<file path="config.mk">
export PLATFORM = sky130hd
export DESIGN_NAME = lsu_ctrl
export DESIGN_NICKNAME = d
export VERILOG_FILES = /design/src/rtl/lsu_ctrl.sv
export SDC_FILE = /design/constraint.sdc
export NUM_CORES = 1
export LEC_CHECK = 0
export ABC_AREA = 1
export CORE_MARGIN = 3
export CORE_UTILIZATION = 33
export CTS_BUF_LIST = sky130_fd_sc_hd__clkbuf_4
export CTS_CLUSTER_SIZE = 10
export DETAILED_ROUTE_END_ITERATION = 6
export PLACE_DENSITY = 0.67
export SYNTH_ARGS = -nofsm -noshare
export SYNTH_HDL_FRONTEND = slang
export SYNTH_SLANG_ARGS = --single-unit
</file>
<file path="constraint.sdc">
create_clock -name clk -period 1.71 [get_ports clk]
set_input_delay 0.342 -clock clk [delete_from_list [all_inputs] [get_ports clk]]
set_output_delay 0.342 -clock clk [all_outputs]
set_load 0.01 [all_outputs]
</file>
<file path="src/rtl/lsu_ctrl.sv">
// Load/store controller between the memory stage and emu_ram: one access per handshake,
// load extension, valid/ready response. Optional misalignment trap: LSU_MISALIGN_CHECK_EN.
module lsu_ctrl #(
   parameter int unsigned ADDR_WIDTH = 32,
   parameter int unsigned DATA_WIDTH = 32
) (
   input  logic                  clk,
   input  logic                  rstn,
   input  logic                  req_valid,
   output logic                  req_ready,
   input  logic                  req_we,
   input  logic [2:0]            req_funct3,
   input  logic [ADDR_WIDTH-1:0] req_addr,
   input  logic [DATA_WIDTH-1:0] req_wdata,
   output logic                  resp_valid,
   input  logic                  resp_ready,
   output logic [DATA_WIDTH-1:0] resp_rdata,
   output logic                  resp_err,
   output logic [2:0]            ram_rwtyp,
   output logic [ADDR_WIDTH-1:0] ram_addr,
   output logic [DATA_WIDTH-1:0] ram_data,
   output logic                  ram_wren,
   output logic                  ram_rden,
   input  logic [DATA_WIDTH-1:0] ram_q
);

   typedef enum logic [1:0] {IDLE, ISSUE, WAIT, RESP} state_t;

   state_t                state, state_nxt;
   logic                  we_q;
   logic [2:0]            f3_q;
   logic                  accept;
   logic [2:0]            rwtyp_nxt;
   logic                  misalign;
   logic [DATA_WIDTH-1:0] ext_q;

   assign accept     = req_valid && req_ready;
   assign req_ready  = (state == IDLE);
   assign resp_valid = (state == RESP);
   assign ram_wren   = (state == ISSUE) && we_q;
   assign ram_rden   = (state == ISSUE) && !we_q;

   // funct3[2] only selects zero-extension for loads; size comes from [1:0], 11 treated as word
   always_comb begin
      rwtyp_nxt = 3'd2;
      case (req_funct3[1:0])
         2'b00:   rwtyp_nxt = 3'd0;
         2'b01:   rwtyp_nxt = 3'd1;
         default: rwtyp_nxt = 3'd2;
      endcase
   end

`ifdef LSU_MISALIGN_CHECK_EN
   logic err_q;

   always_comb begin
      misalign = 1'b0;
      case (rwtyp_nxt)
         3'd1:    misalign = req_addr[0];
         3'd2:    misalign = |req_addr[1:0];
         default: misalign = 1'b0;
      endcase
   end

   assign resp_err = err_q;

   always_ff @(posedge clk or negedge rstn) begin
      if (!rstn)
         err_q <= 1'b0;
      else if (accept)
         err_q <= misalign;
   end
`else
   assign misalign = 1'b0;
   assign resp_err = 1'b0;
`endif

   always_comb begin
      ext_q = ram_q;
      case (f3_q)
         3'b000:  ext_q = {{(DATA_WIDTH-8){ram_q[7]}}, ram_q[7:0]};
         3'b001:  ext_q = {{(DATA_WIDTH-16){ram_q[15]}}, ram_q[15:0]};
         3'b100:  ext_q = {{(DATA_WIDTH-8){1'b0}}, ram_q[7:0]};
         3'b101:  ext_q = {{(DATA_WIDTH-16){1'b0}}, ram_q[15:0]};
         default: ext_q = ram_q;
      endcase
   end

   always_comb begin
      state_nxt = state;
      case (state)
         IDLE:    if (accept) state_nxt = misalign ? RESP : ISSUE;
         ISSUE:   state_nxt = we_q ? RESP : WAIT;
         WAIT:    state_nxt = RESP;
         RESP:    if (resp_ready) state_nxt = IDLE;
         default: state_nxt = IDLE;
      endcase
   end

   always_ff @(posedge clk or negedge rstn) begin
      if (!rstn)
         state <= IDLE;
      else
         state <= state_nxt;
   end

   always_ff @(posedge clk or negedge rstn) begin
      if (!rstn) begin
         ram_addr   <= '0;
         ram_data   <= '0;
         ram_rwtyp  <= '0;
         we_q       <= 1'b0;
         f3_q       <= '0;
         resp_rdata <= '0;
      end else begin
         case (state)
            IDLE: begin
               if (accept) begin
                  ram_addr  <= req_addr;
                  ram_data  <= req_wdata;
                  ram_rwtyp <= rwtyp_nxt;
                  we_q      <= req_we;
                  f3_q      <= req_funct3;
                  if (misalign)
                     resp_rdata <= '0;
               end
            end
            ISSUE:   if (we_q) resp_rdata <= '0;
            WAIT:    resp_rdata <= ext_q;
            default: ;
         endcase
      end
   end

endmodule
</file>
== After elaboration in Yosys (flattened, before gate mapping) ==
Cells that the tools add are included.

* Bits in registers: 105
* Bits of input ports: 104
* Output and inout port bits: 104
* Word-level logic and storage cells: 36

* Equal/unequal tests: 10
* Muxes and demuxes: 8
* Reductions and logical operators: 11

{| class="wikitable"
|+ Operator list
! kind !! count
|-
| one-hot mux 32 bit (4 select lines) || 1
|-
| one-hot mux 32 bit (2 select lines) || 1
|-
| 2-to-1 mux 32 bit || 1
|-
| one-hot mux 2 bit (4 select lines) || 1
|-
| equality test 3 bit, second input constant || 2
|-
| AND reduction 2 bit || 3
|-
| equality test 2 x 1 -> 1 bit, second input constant || 2
|-
| equality test 2 bit, second input constant || 2
|-
| logical NOT 2 bit || 2
|-
| 2-to-1 mux 2 bit || 2
|-
| != test 2 x 1 -> 1 bit, second input constant || 2
|-
| one-hot mux 2 bit (2 select lines) || 1
|-
| equality test 3 x 1 -> 1 bit, second input constant || 1
|-
| logical AND 1 bit || 3
|-
| logical NOT 3 bit || 1
|-
| != test 2 bit, second input constant || 1
|-
| nonzero test 2 bit || 1
|-
| logical NOT 1 bit || 1
|-
| 2-to-1 mux 1 bit || 1
|}

== Logic depth before layout (Yosys ltp) ==
Gate-level depths: netlist of run 1.

* Word-level depth: 4
* Gate-level depth with buffers: 8
* Mapped depth without buffers: 7

== Worst setup path after synthesis of run 1 ==
Ideal clock, no wire load.

* Path kind: reg2reg
* Start: register state[0]
* End: register ram_addr[0]
* Library setup time: 0.116 ns
* Arrival: 1.281 ns
* Data required time: 1.594 ns
* Path slack: 0.313 ns
* Cell stages (with the launch flop): 8
* Buffers on the path: 2
* Clock period less this slack: 1.397 ns
* Cells stage by stage: dfrtp_1 -> inv_1 -> ha_1 -> nand2_1 -> buf_4 -> buf_2 -> nand2_1 -> nand2_1

* Longest elaborated chain between the ends: 3

{| class="wikitable"
|+ Ends and longest elaborated chain
! item !! RTL line !! RTL
|-
| start: declaration || 29 || <nowiki>state_t state, state_nxt;</nowiki>
|-
| start signal: assignment || 104 || <nowiki>state <= state_nxt;</nowiki>
|-
| logical NOT 2 bit (*) || 38 || <nowiki>assign req_ready = (state == IDLE);</nowiki>
|-
| via req_ready || 10 || <nowiki>output logic req_ready,</nowiki>
|-
| logical AND 1 bit || 37 || <nowiki>assign accept = req_valid && req_ready;</nowiki>
|-
| AND reduction 2 bit (no source line) (*) || n/a ||
|-
| end signal: assignment || 119 || <nowiki>ram_addr <= req_addr;</nowiki>
|-
| end: declaration || 20 || <nowiki>output logic [ADDR_WIDTH-1:0] ram_addr,</nowiki>
|}

Mark *: on every way through the listed nets, which the timed path passes. The rest lies on a longest branch.
A chain may end at the register's enable or synchronous reset.

== Worst setup path in the final report of run 1 ==
* Start: register state[1]
* End: output ram_wren

* Longest elaborated chain between the ends: 2

{| class="wikitable"
|+ Ends and longest elaborated chain
! item !! RTL line !! RTL
|-
| equality test 2 x 1 -> 1 bit || 40 || <nowiki>assign ram_wren = (state == ISSUE) && we_q;</nowiki>
|-
| logical AND 1 bit || 40 ||
|-
| end: declaration || 22 || <nowiki>output logic ram_wren,</nowiki>
|}

No other way between the ends.

==> impl_summary.txt, run 1 <==
----------------------------------------------------
[Layout]
  Reg area ... 2600 µm²
  Core Util, Final ... 53.1%
  Area added between synthesis and finish ... 56.8%
  Final Net Count ... 810
  Area of the multi-input gates ... 1540 µm²
  Final Instance Count excl. Fillers ... 878
  Fill cell total of the finished layout ... 1233
  Share of post-route cells with drive strength above 1 ... 10.5%
  Number of diodes added for antenna fixing ... 0

[Timing]
  Sum of negative setup slack ... 0 ns
  Final-report hold violation count ... 0
  Final clock skew ... 0.00889 ns
  Ratio of final minimum period to clock period ... 98.3%
  Fmax ... 595 MHz
  Setup-failing EPs final ... 0
  Setup repair after global routing missed its margin ... true
  Max-slew violation count ... 0
  Min Clock Period, post-route ... 1.68 ns

[Power]
  Fraction of power consumed by sequential logic ... 38.0%
  Leakage component of the power ... 3.53 nW
  Part of the power in the clock network ... 11.4%
  Switching share of power ... 40.4%
  Share of total power in combinational logic ... 50.6%
  Pint ... 6.57 mW
  Peak ir drop on the vdd network ... 612 µV
  Power Density ... 1640 nW/µm²
  Switching power summed over all nets ... 4.45 mW

[Setup path]
  Crit path kind ... reg -> out
  Endpoint kind of the worst setup timing path ... primary output
  Crit path arrival time ... 1.34 ns
  Required time reported for the critical path endpoint ... 1.37 ns
  Critical Path Start Type ... flip-flop
  Critical Path Fanout Max ... 3

[GRT]
  Initial antenna violation count ... 0
  Tot GR Track Use ... 16.6%
  Leftover overflow at the end of global routing ... 0
  Number of global-route vias before repair ... 3800
  Maximum number of pins on one net before global-route repair ... 56
  First-pass GRT wire length ... 19.0 mm

[Yosys]
  Library cell occupying the most area in the post-synthesis netlist ... sky130_fd_sc_hd__dfrtp_1
  Sequential area share after synthesis ... 60.6%
  Cell variety after synth ... 22
  Count of flip-flops with a built-in enable after synthesis ... 0
  Post-synth top cells ... sky130_fd_sc_hd__nand2_1 (274), sky130_fd_sc_hd__dfrtp_1 (104), sky130_fd_sc_hd__o21ai_0 (18)
  Dominant synthesized flop cell ... sky130_fd_sc_hd__dfrtp_1
  Synth top area share ... 60.6%
  Fraction of registers with async set or reset after synthesis ... 100%
  Mean instance size in the synthesized netlist ... 8.84 µm²
  Top-count cell post-synth ... sky130_fd_sc_hd__nand2_1
  Post-Synthesis Cell Area ... 4290 µm²
  Cell count after synthesis ... 486
  Number of warnings printed during yosys synthesis ... 0
  Total of flip-flops plus latches after synthesis ... 104
  Most area-consuming cells after synthesis ... sky130_fd_sc_hd__dfrtp_1 (61%), sky130_fd_sc_hd__nand2_1 (24%), sky130_fd_sc_hd__o21ai_2 (2.2%), sky130_fd_sc_hd__o21ai_0 (2.1%), sky130_fd_sc_hd__or2_0 (1.7%)

[Floorplan]
  Core area ... 12700 µm²
  I/O pin count ... 208
  Initial core utilization ... 33.9%
  Number of placement rows ... 41
  Vertical die dimension ... 120 µm
  X dimension of the die ... 120 µm
  Floorplan die area ... 14400 µm²

[Route]
  Drt pass-1 iters ... 4
  Number of remaining DRC errors ... 0
  Mean routed wirelength per cell ... 13.9 µm
  First DRT Iteration DRCs ... 189
  Routed wire length ... 12.2 mm
  Average via count per standard cell ... 4.39
  Number of antenna-violating nets in the routed design ... 0
  Vias ... 3855

[Clocking]
  H-tree depth ... 3
  Clock buffer count from CTS ... 9
  Deepest clock path buffer count ... 2
  Clock-pin slew of the registers on the worst-case setup and hold paths ... 0.16 ns
  Clock latency on the worst-skew pair ... 0.46 ns
  Sinks on Clock Net ... 104
  CTS tree ... built
  Cell at the root of the clock tree ... sky130_fd_sc_hd__clkbuf_4

[Placement]
  GP Congestion ... 0.748
  DP HPWL ... 8.66 mm
  Number of cells after detailed placement ... 855
  Port buffer count ... 205

[Worst hold path]
  Path type of the worst min-delay path ... in -> reg

[Status]
  Run status ... complete, no violations

[Job]
  Max-cap violation count ... 0

----------------------------------------------------
[area by class of cell]
type	count	area share (%)
clock inverter	6	0.892
inverter	12	0.743
clock buffer	10	1.12
multi-input combinational	348	22.9
tap	172	3.20
timing repair buffer	226	32.5
sequential	104	38.7
[critical path, stage by stage (launching register included)]
cell,delay (ns)
sky130_fd_sc_hd__dfrtp_1,0.42
sky130_fd_sc_hd__inv_2,0.09
sky130_fd_sc_hd__ha_4,0.15
sky130_fd_sc_hd__nand2_2,0.05
sky130_fd_sc_hd__inv_2,0.07
sky130_fd_sc_hd__buf_6,0.10
[timing repair]
item / in CTS / in global routing
hold endpoints to repair: 104 / 0
resized for setup: 128 / 6
gates cloned: 0 / 1
endpoints found under the setup margin: 102 / 59
hold buffers: 1 / 0
pin swaps: 3 / 1
buffers inserted: 4 / 1
[power groups by stage]
stage | registers (mW) | clock network [mW] | logic (mW)
floorplan | 4.70 | 0 | 2.44
global placement | 4.22 | 0 | 6.03
detailed placement | 4.25 | 0 | 6.16
CTS | 4.19 | 1.32 | 5.60
global route | 4.31 | 1.43 | 6.18
finish | 4.18 | 1.26 | 5.57
[placed cells by master (no fill, tap or decap), types with 2 or more instances in the layout]
master,Yosys,final
sky130_fd_sc_hd__a21oi_1,2,2
sky130_fd_sc_hd__nand2_1,274,271
sky130_fd_sc_hd__o21ai_2,11,11
sky130_fd_sc_hd__ha_4,0,2
sky130_fd_sc_hd__buf_12,1,6
sky130_fd_sc_hd__clkinv_2,0,2
sky130_fd_sc_hd__or2_0,12,12
sky130_fd_sc_hd__clkdlybuf4s50_1,0,102
sky130_fd_sc_hd__ha_1,5,2
sky130_fd_sc_hd__inv_2,3,4
sky130_fd_sc_hd__clkbuf_4,0,10
sky130_fd_sc_hd__dfrtp_1,104,103
sky130_fd_sc_hd__o21ai_0,18,17
sky130_fd_sc_hd__buf_6,1,5
sky130_fd_sc_hd__dlygate4sd2_1,0,98
sky130_fd_sc_hd__buf_4,5,13
sky130_fd_sc_hd__nand2_4,2,2
sky130_fd_sc_hd__inv_4,0,2
sky130_fd_sc_hd__conb_1,1,2
sky130_fd_sc_hd__o21ai_1,2,3
sky130_fd_sc_hd__nand2_2,3,6
sky130_fd_sc_hd__or2_2,4,4
sky130_fd_sc_hd__nor2_1,11,11
sky130_fd_sc_hd__inv_1,9,6
[through the flow]
step | power (mW) | hold slack (ns) | instance area [µm²] | setup slack, ns
2_1_floorplan | 7.14 | 0.0464 | 4300 | 0.313
3_3_place_gp | 10.2 | 0.358 | 6600 | 0.0219
3_5_place_dp | 10.4 | 0.361 | 6600 | 0.00244
4_1_cts | 11.1 | 0.345 | 6690 | -0.0330
5_1_grt | 11.9 | 0.346 | 6730 | -0.0843
6_report | 11.0 | 0.391 | 6730 | 0.0284
[path summary, 6_finish.rpt]
check	startpoint	end	slack, ns	cells past startpoint
min in group asynchronous	rstn	resp_rdata[14]$_DFFE_PN0P_	0.44	3
setup / recovery	state[1]$_DFFE_PN0P_	ram_wren	0.03	5
setup reg to reg	state[0]$_DFFE_PN0P_	resp_rdata[31]$_DFFE_PN0P_	0.15	8
hold / removal	req_wdata[23]	ram_data[23]$_DFFE_PN0P_	0.39	3
hold reg to reg	ram_data[17]$_DFFE_PN0P_	ram_data[17]$_DFFE_PN0P_	0.49	2
max in group asynchronous	rstn	ram_addr[26]$_DFFE_PN0P_	0.98	3
[metal layers]
metal	track usage (%)	share of wire, %	vias up
met4	6.16	1.5	0
li1	-	-	1906
met1	20.9	43	1809
met2	27.0	49	126
met3	5.00	6.8	14
met5	0	0	-
[cells by family (layout without fill, tap and decap cells)]
| group | count (synthesis) | in the layout | share of synthesized area [%] |
|---|---|---|---|
| AND/OR/NAND/NOR | 308 | 308 | 28.6 |
| other | 1 | 2 | 0.0873 |
| adder cells (fa/ha/maj) | 5 | 5 | 1.46 |
| flip-flops | 104 | 104 | 60.6 |
| buffers and inverters | 35 | 254 | 4.46 |
| AO/OA/AOI/OAI | 33 | 33 | 4.81 |
[registers in the layout, indices dropped and copies added, names as in the netlist]
name        flops
we_q            1
ram_rwtyp       2
ram_data       32
state           2
resp_rdata     32
f3_q            3
ram_addr       32
Note: power is estimated with default switching activity, not from simulation.
==> inputs of run 2 (changes only) <==
Settings changed: GPL_TIMING_DRIVEN set to 0.
==> impl_summary.txt, run 2 (synthesis results as in run 1) <==
----------------------------------------------------
[Status]
  Run status ... complete, no violations

[Layout]
  Final Net Count ... 823
  Core Util, Final ... 53.0%
  Area added between synthesis and finish ... 56.4%
  Most frequent cells in the layout ... sky130_fd_sc_hd__nand2_1 (273), sky130_fd_sc_hd__dfrtp_1 (103), sky130_fd_sc_hd__clkdlybuf4s50_1 (102)
  Area of all placed cells without fillers ... 6720 µm²
  Final Instance Count excl. Fillers ... 891
  Biggest regs ... ram_addr (32), ram_data (32), resp_rdata (32)
  Share of post-route cells with drive strength above 1 ... 11.5%
  Number of diodes added for antenna fixing ... 0
  Leading cell type in the layout, fill and taps excluded ... sky130_fd_sc_hd__nand2_1

[Setup path]
  Crit path arrival time ... 1.32 ns
  Slack of the worst reg-to-reg path ... 0.14 ns
  CP max stage cell ... sky130_fd_sc_hd__dfrtp_2
  Maximum single-stage delay on the critical path ... 0.48 ns
  R2R cell count ... 7
  CP Cell Sequence ... ha_4 > nand2_2 > inv_2 > buf_6
  Start of the worst register-to-register path ... state[0]$_DFFE_PN0P_
  Critical Path Fanout Max ... 4
  Endpoint kind of the worst setup timing path ... primary output
  Endpoint of the worst register-to-register path ... resp_rdata[8]$_DFFE_PN0P_
  Critical Path Start Type ... flip-flop
  Crit path kind ... reg -> out
  Required time reported for the critical path endpoint ... 1.37 ns

[Clocking]
  Cell at the root of the clock tree ... sky130_fd_sc_hd__clkbuf_4
  CTS tree ... built
  Sinks on Clock Net ... 104
  Clock latency on the worst-skew pair ... 0.45 ns
  Clock buffer count from CTS ... 9
  H-tree depth ... 3
  Clock-pin slew of the registers on the worst-case setup and hold paths ... 0.15 ns
  Deepest clock path buffer count ... 2

[Timing]
  Worst slew pin tran ... 0.707 ns
  Min Clock Period, post-route ... 1.66 ns
  Final-report hold violation count ... 0
  Worst slew margin relative to its limit ... 52.8%
  Final worst slack ... 0.0500 ns
  Final clock skew ... 0.0153 ns
  Max-slew violation count ... 0
  Setup repair after global routing missed its margin ... true
  Fmax ... 602 MHz
  Setup-failing EPs final ... 0
  Ratio of final minimum period to clock period ... 97.1%

[Floorplan]
  Floorplan die area ... 14400 µm²
  Vertical die dimension ... 120 µm
  Initial core utilization ... 33.9%
  X dimension of the die ... 120 µm
  Number of placement rows ... 41
  I/O pin count ... 208
  Core area ... 12700 µm²

[Power]
  Peak ir drop on the vdd network ... 673 µV
  Power Density ... 1630 nW/µm²
  Leakage component of the power ... 3.57 nW

[Route]
  Drt pass-1 iters ... 4
  Mean routed wirelength per cell ... 13.5 µm
  Average via count per standard cell ... 4.33
  Number of antenna-violating nets in the routed design ... 0
  First DRT Iteration DRCs ... 166
  Number of remaining DRC errors ... 0
  Vias ... 3856
  Routed wire length ... 12.0 mm

[GRT]
  Tot GR Track Use ... 16.5%
  Number of global-route vias before repair ... 3785
  Maximum number of pins on one net before global-route repair ... 54
  Leftover overflow at the end of global routing ... 0
  Initial antenna violation count ... 0
  First-pass GRT wire length ... 19.1 mm

[Placement]
  Post-place instance area ... 6590 µm²
  Number of cells after detailed placement ... 865
  GP Congestion ... 0.768
  DP HPWL ... 8.95 mm
  Post-Place Setup Slack ... -0.101 ns
  Port buffer count ... 205

[Worst hold path]
  Start point of the worst min-delay path ... req_wdata[8]
  Min-Delay Path Depth ... 3
  Path type of the worst min-delay path ... in -> reg
  Hold worst-path end ... ram_data[8]$_DFFE_PN0P_

[Job]
  Max-cap violation count ... 0

----------------------------------------------------
## run 2: cell types whose count changed in the layout (fill, tap and decap cells not counted), sizes merged
cell and delta:
clkbuf +3, clkinvlp -1, buf +11
## run 2: metrics by stage
step / hold slack, ns / power, mW / TNS (ns)
4_1_cts: 0.361 / 11.0 / -0.00521
6_report: 0.402 / 11.0 / 0
5_1_grt: 0.354 / 11.9 / -0.116
2_1_floorplan: 0.0464 / 7.14 / 0
3_3_place_gp: 0.462 / 10.2 / -381.01
3_5_place_dp: 0.438 / 10.3 / -0.190
## run 2: worst max-delay path: cells and delay by family, from the launching register on
kind / cells / cell delay [ns]
flip-flops: 1 / 0.48
adder cells (fa/ha/maj): 1 / 0.19
buffers and inverters: 2 / 0.15
AND/OR/NAND/NOR: 1 / 0.06
## run 2: layer usage
| layer | track usage, % | share of wire [%] | vias to the layer above |
|---|---|---|---|
| met2 | 26.4 | 48 | 137 |
| met1 | 21.1 | 43 | 1777 |
| li1 | - | - | 1931 |
| met5 | 0 | 0 | - |
| met3 | 5.61 | 8.3 | 11 |
| met4 | 5.15 | 1.2 | 0 |
## run 2: repair_timing
action,CTS,global route
buffers inserted,8,1
resized for setup,127,10
pin swaps,3,2
hold buffers,1,0
setup endpoints to repair,102,34
gates cloned,0,0
hold endpoints to repair,52,0
## run 2: how the worst max path moves through the flow
stage	from	end	slack [ns]	cells past startpoint
finish	state[0]$_DFFE_PN0P_	ram_wren	0.05	4
global route	state[1]$_DFFE_PN0P_	ram_wren	-0.05	5
CTS	state[1]$_DFFE_PN0P_	ram_wren	-0.005	5
detailed placement	state[1]$_DFFE_PN0P_	ram_wren	-0.10	5
global placement	rstn	ram_addr[12]$_DFFE_PN0P_	-3.67	1
floorplan	state[0]$_DFFE_PN0P_	ram_addr[0]$_DFFE_PN0P_	0.31	7
## run 2: cell type report
type | count | area (µm²)
fillers | 1252 | 5950
repair buffers | 216 | 2030
well taps | 172 | 215
plain buffers | 23 | 154
clock buffers | 11 | 82.6
inverters | 12 | 45.0
multi-input cells | 348 | 1540
flip-flops and latches | 104 | 2600
clock inverters | 5 | 47.5
## run 2: power by group
part / leakage [nW] / internal (mW) / switching [mW]
clock: 0.0757 / 0.467 / 0.781
sequential: 1.31 / 3.58 / 0.589
combinational: 2.18 / 2.52 / 3.01
==> inputs of run 3 (changes only) <==
Settings changed: CORE_UTILIZATION 33 to 42, PLACE_DENSITY 0.67 to 0.83.
==> impl_summary.txt, run 3 (synthesis results as in run 1) <==
----------------------------------------------------
[Setup path]
  Start of the worst register-to-register path ... state[0]$_DFFE_PN0P_
  Slack of the worst reg-to-reg path ... 0.11 ns
  Family of cells with the greatest summed delay on the critical path ... flip-flops
  Crit path arrival time ... 1.32 ns
  CP max stage cell ... sky130_fd_sc_hd__dfrtp_2
  Buffering stage count on the worst path with inverters included ... 2
  Total stage count of the critical path ... 4
  Worst Setup SP ... state[0]$_DFFE_PN0P_
  Required time reported for the critical path endpoint ... 1.37 ns
  Endpoint of the worst register-to-register path ... resp_rdata[13]$_DFFE_PN0P_
  CP Cell Sequence ... ha_4 > nand2_4 > inv_2 > buf_6
  Maximum single-stage delay on the critical path ... 0.47 ns
  Crit path kind ... reg -> out
  Critical Path Fanout Max ... 4
  R2R cell count ... 7
  Critical Path Start Type ... flip-flop
  Endpoint of the most critical setup path ... ram_rden
  Endpoint kind of the worst setup timing path ... primary output

[Layout]
  Area of the multi-input gates ... 1540 µm²
  Leading cell type in the layout, fill and taps excluded ... sky130_fd_sc_hd__nand2_1
  Final Instance Count excl. Fillers ... 852
  Fill cell total of the finished layout ... 797
  Core Util, Final ... 67.9%
  Share of post-route cells with drive strength above 1 ... 11.7%
  Most frequent cells in the layout ... sky130_fd_sc_hd__nand2_1 (273), sky130_fd_sc_hd__dfrtp_1 (103), sky130_fd_sc_hd__clkdlybuf4s50_1 (102)
  Final Net Count ... 824
  Reg area ... 2600 µm²
  Area added between synthesis and finish ... 56.0%
  Number of diodes added for antenna fixing ... 0
  Biggest regs ... ram_addr (32), ram_data (32), resp_rdata (32)

[Clocking]
  Deepest clock path buffer count ... 2
  Clock-pin slew of the registers on the worst-case setup and hold paths ... 0.17 ns
  Sinks on Clock Net ... 104
  CTS tree ... built
  Clock latency on the worst-skew pair ... 0.45 ns
  H-tree depth ... 3
  Clock buffer count from CTS ... 9
  Cell at the root of the clock tree ... sky130_fd_sc_hd__clkbuf_4

[Route]
  Vias ... 3954
  Number of antenna-violating nets in the routed design ... 0
  Routed wire length ... 12.1 mm
  Mean routed wirelength per cell ... 14.2 µm
  Average via count per standard cell ... 4.64
  Drt pass-1 iters ... 4
  First DRT Iteration DRCs ... 218
  Number of remaining DRC errors ... 0

[Power]
  Part of the power in the clock network ... 12.4%
  Power Density ... 1660 nW/µm²
  Leakage component of the power ... 3.57 nW
  Share of total power in combinational logic ... 50.2%
  Switching power summed over all nets ... 4.46 mW
  Fraction of power consumed by sequential logic ... 37.4%
  Peak ir drop on the vdd network ... 855 µV
  Switching share of power ... 40.0%
  Pint ... 6.68 mW

[Status]
  Run status ... complete, no violations

[Timing]
  Final-report hold violation count ... 0
  Ratio of final minimum period to clock period ... 97.1%
  Fmax ... 602 MHz
  Final clock skew ... 0.0265 ns
  Max-slew violation count ... 0
  Setup repair after global routing missed its margin ... true
  Setup-failing EPs final ... 0
  Worst slew pin tran ... 0.619 ns
  Min Clock Period, post-route ... 1.66 ns
  Worst slew margin relative to its limit ... 58.7%

[Job]
  Max-cap violation count ... 0

[Floorplan]
  Floorplan die area ... 11500 µm²
  Initial core utilization ... 43.5%
  Vertical die dimension ... 107 µm
  I/O pin count ... 208
  Core area ... 9860 µm²
  Number of placement rows ... 36
  X dimension of the die ... 107 µm

[Placement]
  DP HPWL ... 9.12 mm
  Number of cells after detailed placement ... 826
  GP Congestion ... 0.802
  Port buffer count ... 205

[GRT]
  First-pass GRT wire length ... 19.5 mm
  Initial antenna violation count ... 0
  Maximum number of pins on one net before global-route repair ... 59
  Number of global-route vias before repair ... 4067
  Tot GR Track Use ... 21.3%
  Leftover overflow at the end of global routing ... 0

[Worst hold path]
  Path type of the worst min-delay path ... in -> reg
  Min-Delay Path Depth ... 3

----------------------------------------------------
[run 3: worst min-delay path by stage]
stage,endpoint,slack (ns),from
2_1_floorplan,f3_q[0]$_DFFE_PN0P_,0.05,rstn
3_3_place_gp,ram_data[29]$_DFFE_PN0P_,0.46,ram_data[29]$_DFFE_PN0P_
3_5_place_dp,ram_addr[15]$_DFFE_PN0P_,0.40,rstn
4_1_cts,ram_addr[0]$_DFFE_PN0P_,0.37,req_addr[0]
5_1_grt,ram_data[23]$_DFFE_PN0P_,0.38,req_wdata[23]
6_report,ram_addr[0]$_DFFE_PN0P_,0.40,req_addr[0]
[run 3: timing repair]
action | in CTS | in global routing
endpoints found under the setup margin | 102 | 14
setup buffers | 7 | 3
gates resized for setup | 124 | 7
hold buffers | 1 | 0
hold endpoints to repair | 46 | 0
pin swaps | 1 | 3
[run 3: final cells by class]
type | instances | share of cell area [%]
Buffer | 23 | 2.22
Clock buffer | 9 | 1.01
Clock inverter | 6 | 1.27
Inverter | 12 | 0.673
Multi-Input combinational cell | 348 | 22.9
Sequential cell | 104 | 38.9
Tap cell | 133 | 2.48
Timing Repair Buffer | 217 | 30.5
[run 3: worst reg2reg max path: cells and delay by family, from the launching register on]
| kind | cells | cell delay (ns) |
|---|---|---|
| buf+inv | 3 | 0.43 |
| fa+ha+maj | 1 | 0.25 |
| compound gates | 2 | 0.33 |
| flops | 1 | 0.45 |
| simple gates | 1 | 0.07 |
[run 3: power by group through the flow]
| stage | combinational, mW | sequential [mW] | clock (mW) |
|---|---|---|---|
| after floorplan | 2.44 | 4.70 | 0 |
| after global placement | 5.91 | 4.21 | 0 |
| after detailed placement | 6.10 | 4.26 | 0 |
| after CTS | 5.54 | 4.17 | 1.41 |
| after global routing | 6.23 | 4.30 | 1.52 |
| final | 5.59 | 4.17 | 1.38 |
[run 3: stage by stage]
| step | setup slack (ns) | area (µm²) | power, mW | hold slack, ns | TNS (ns) |
|---|---|---|---|---|---|
| floorplan | 0.313 | 4300 | 7.14 | 0.0464 | 0 |
| global placement | -3.52 | 6520 | 10.1 | 0.462 | -365.92 |
| detailed placement | -0.105 | 6540 | 10.4 | 0.398 | -0.202 |
| CTS | -0.00108 | 6650 | 11.1 | 0.371 | -0.00108 |
| global route | -0.0413 | 6700 | 12.0 | 0.384 | -0.113 |
| finish | 0.0502 | 6700 | 11.1 | 0.398 | 0 |
[run 3: routing by layer]
layer  global-route usage, %  wire length, µm  part of all wire, %
met1                    25.9             4830                   40
met2                    36.1             6060                   50
met3                    5.84              937                  7.7
met4                    7.85              278                  2.3
met5                       0                0                    0
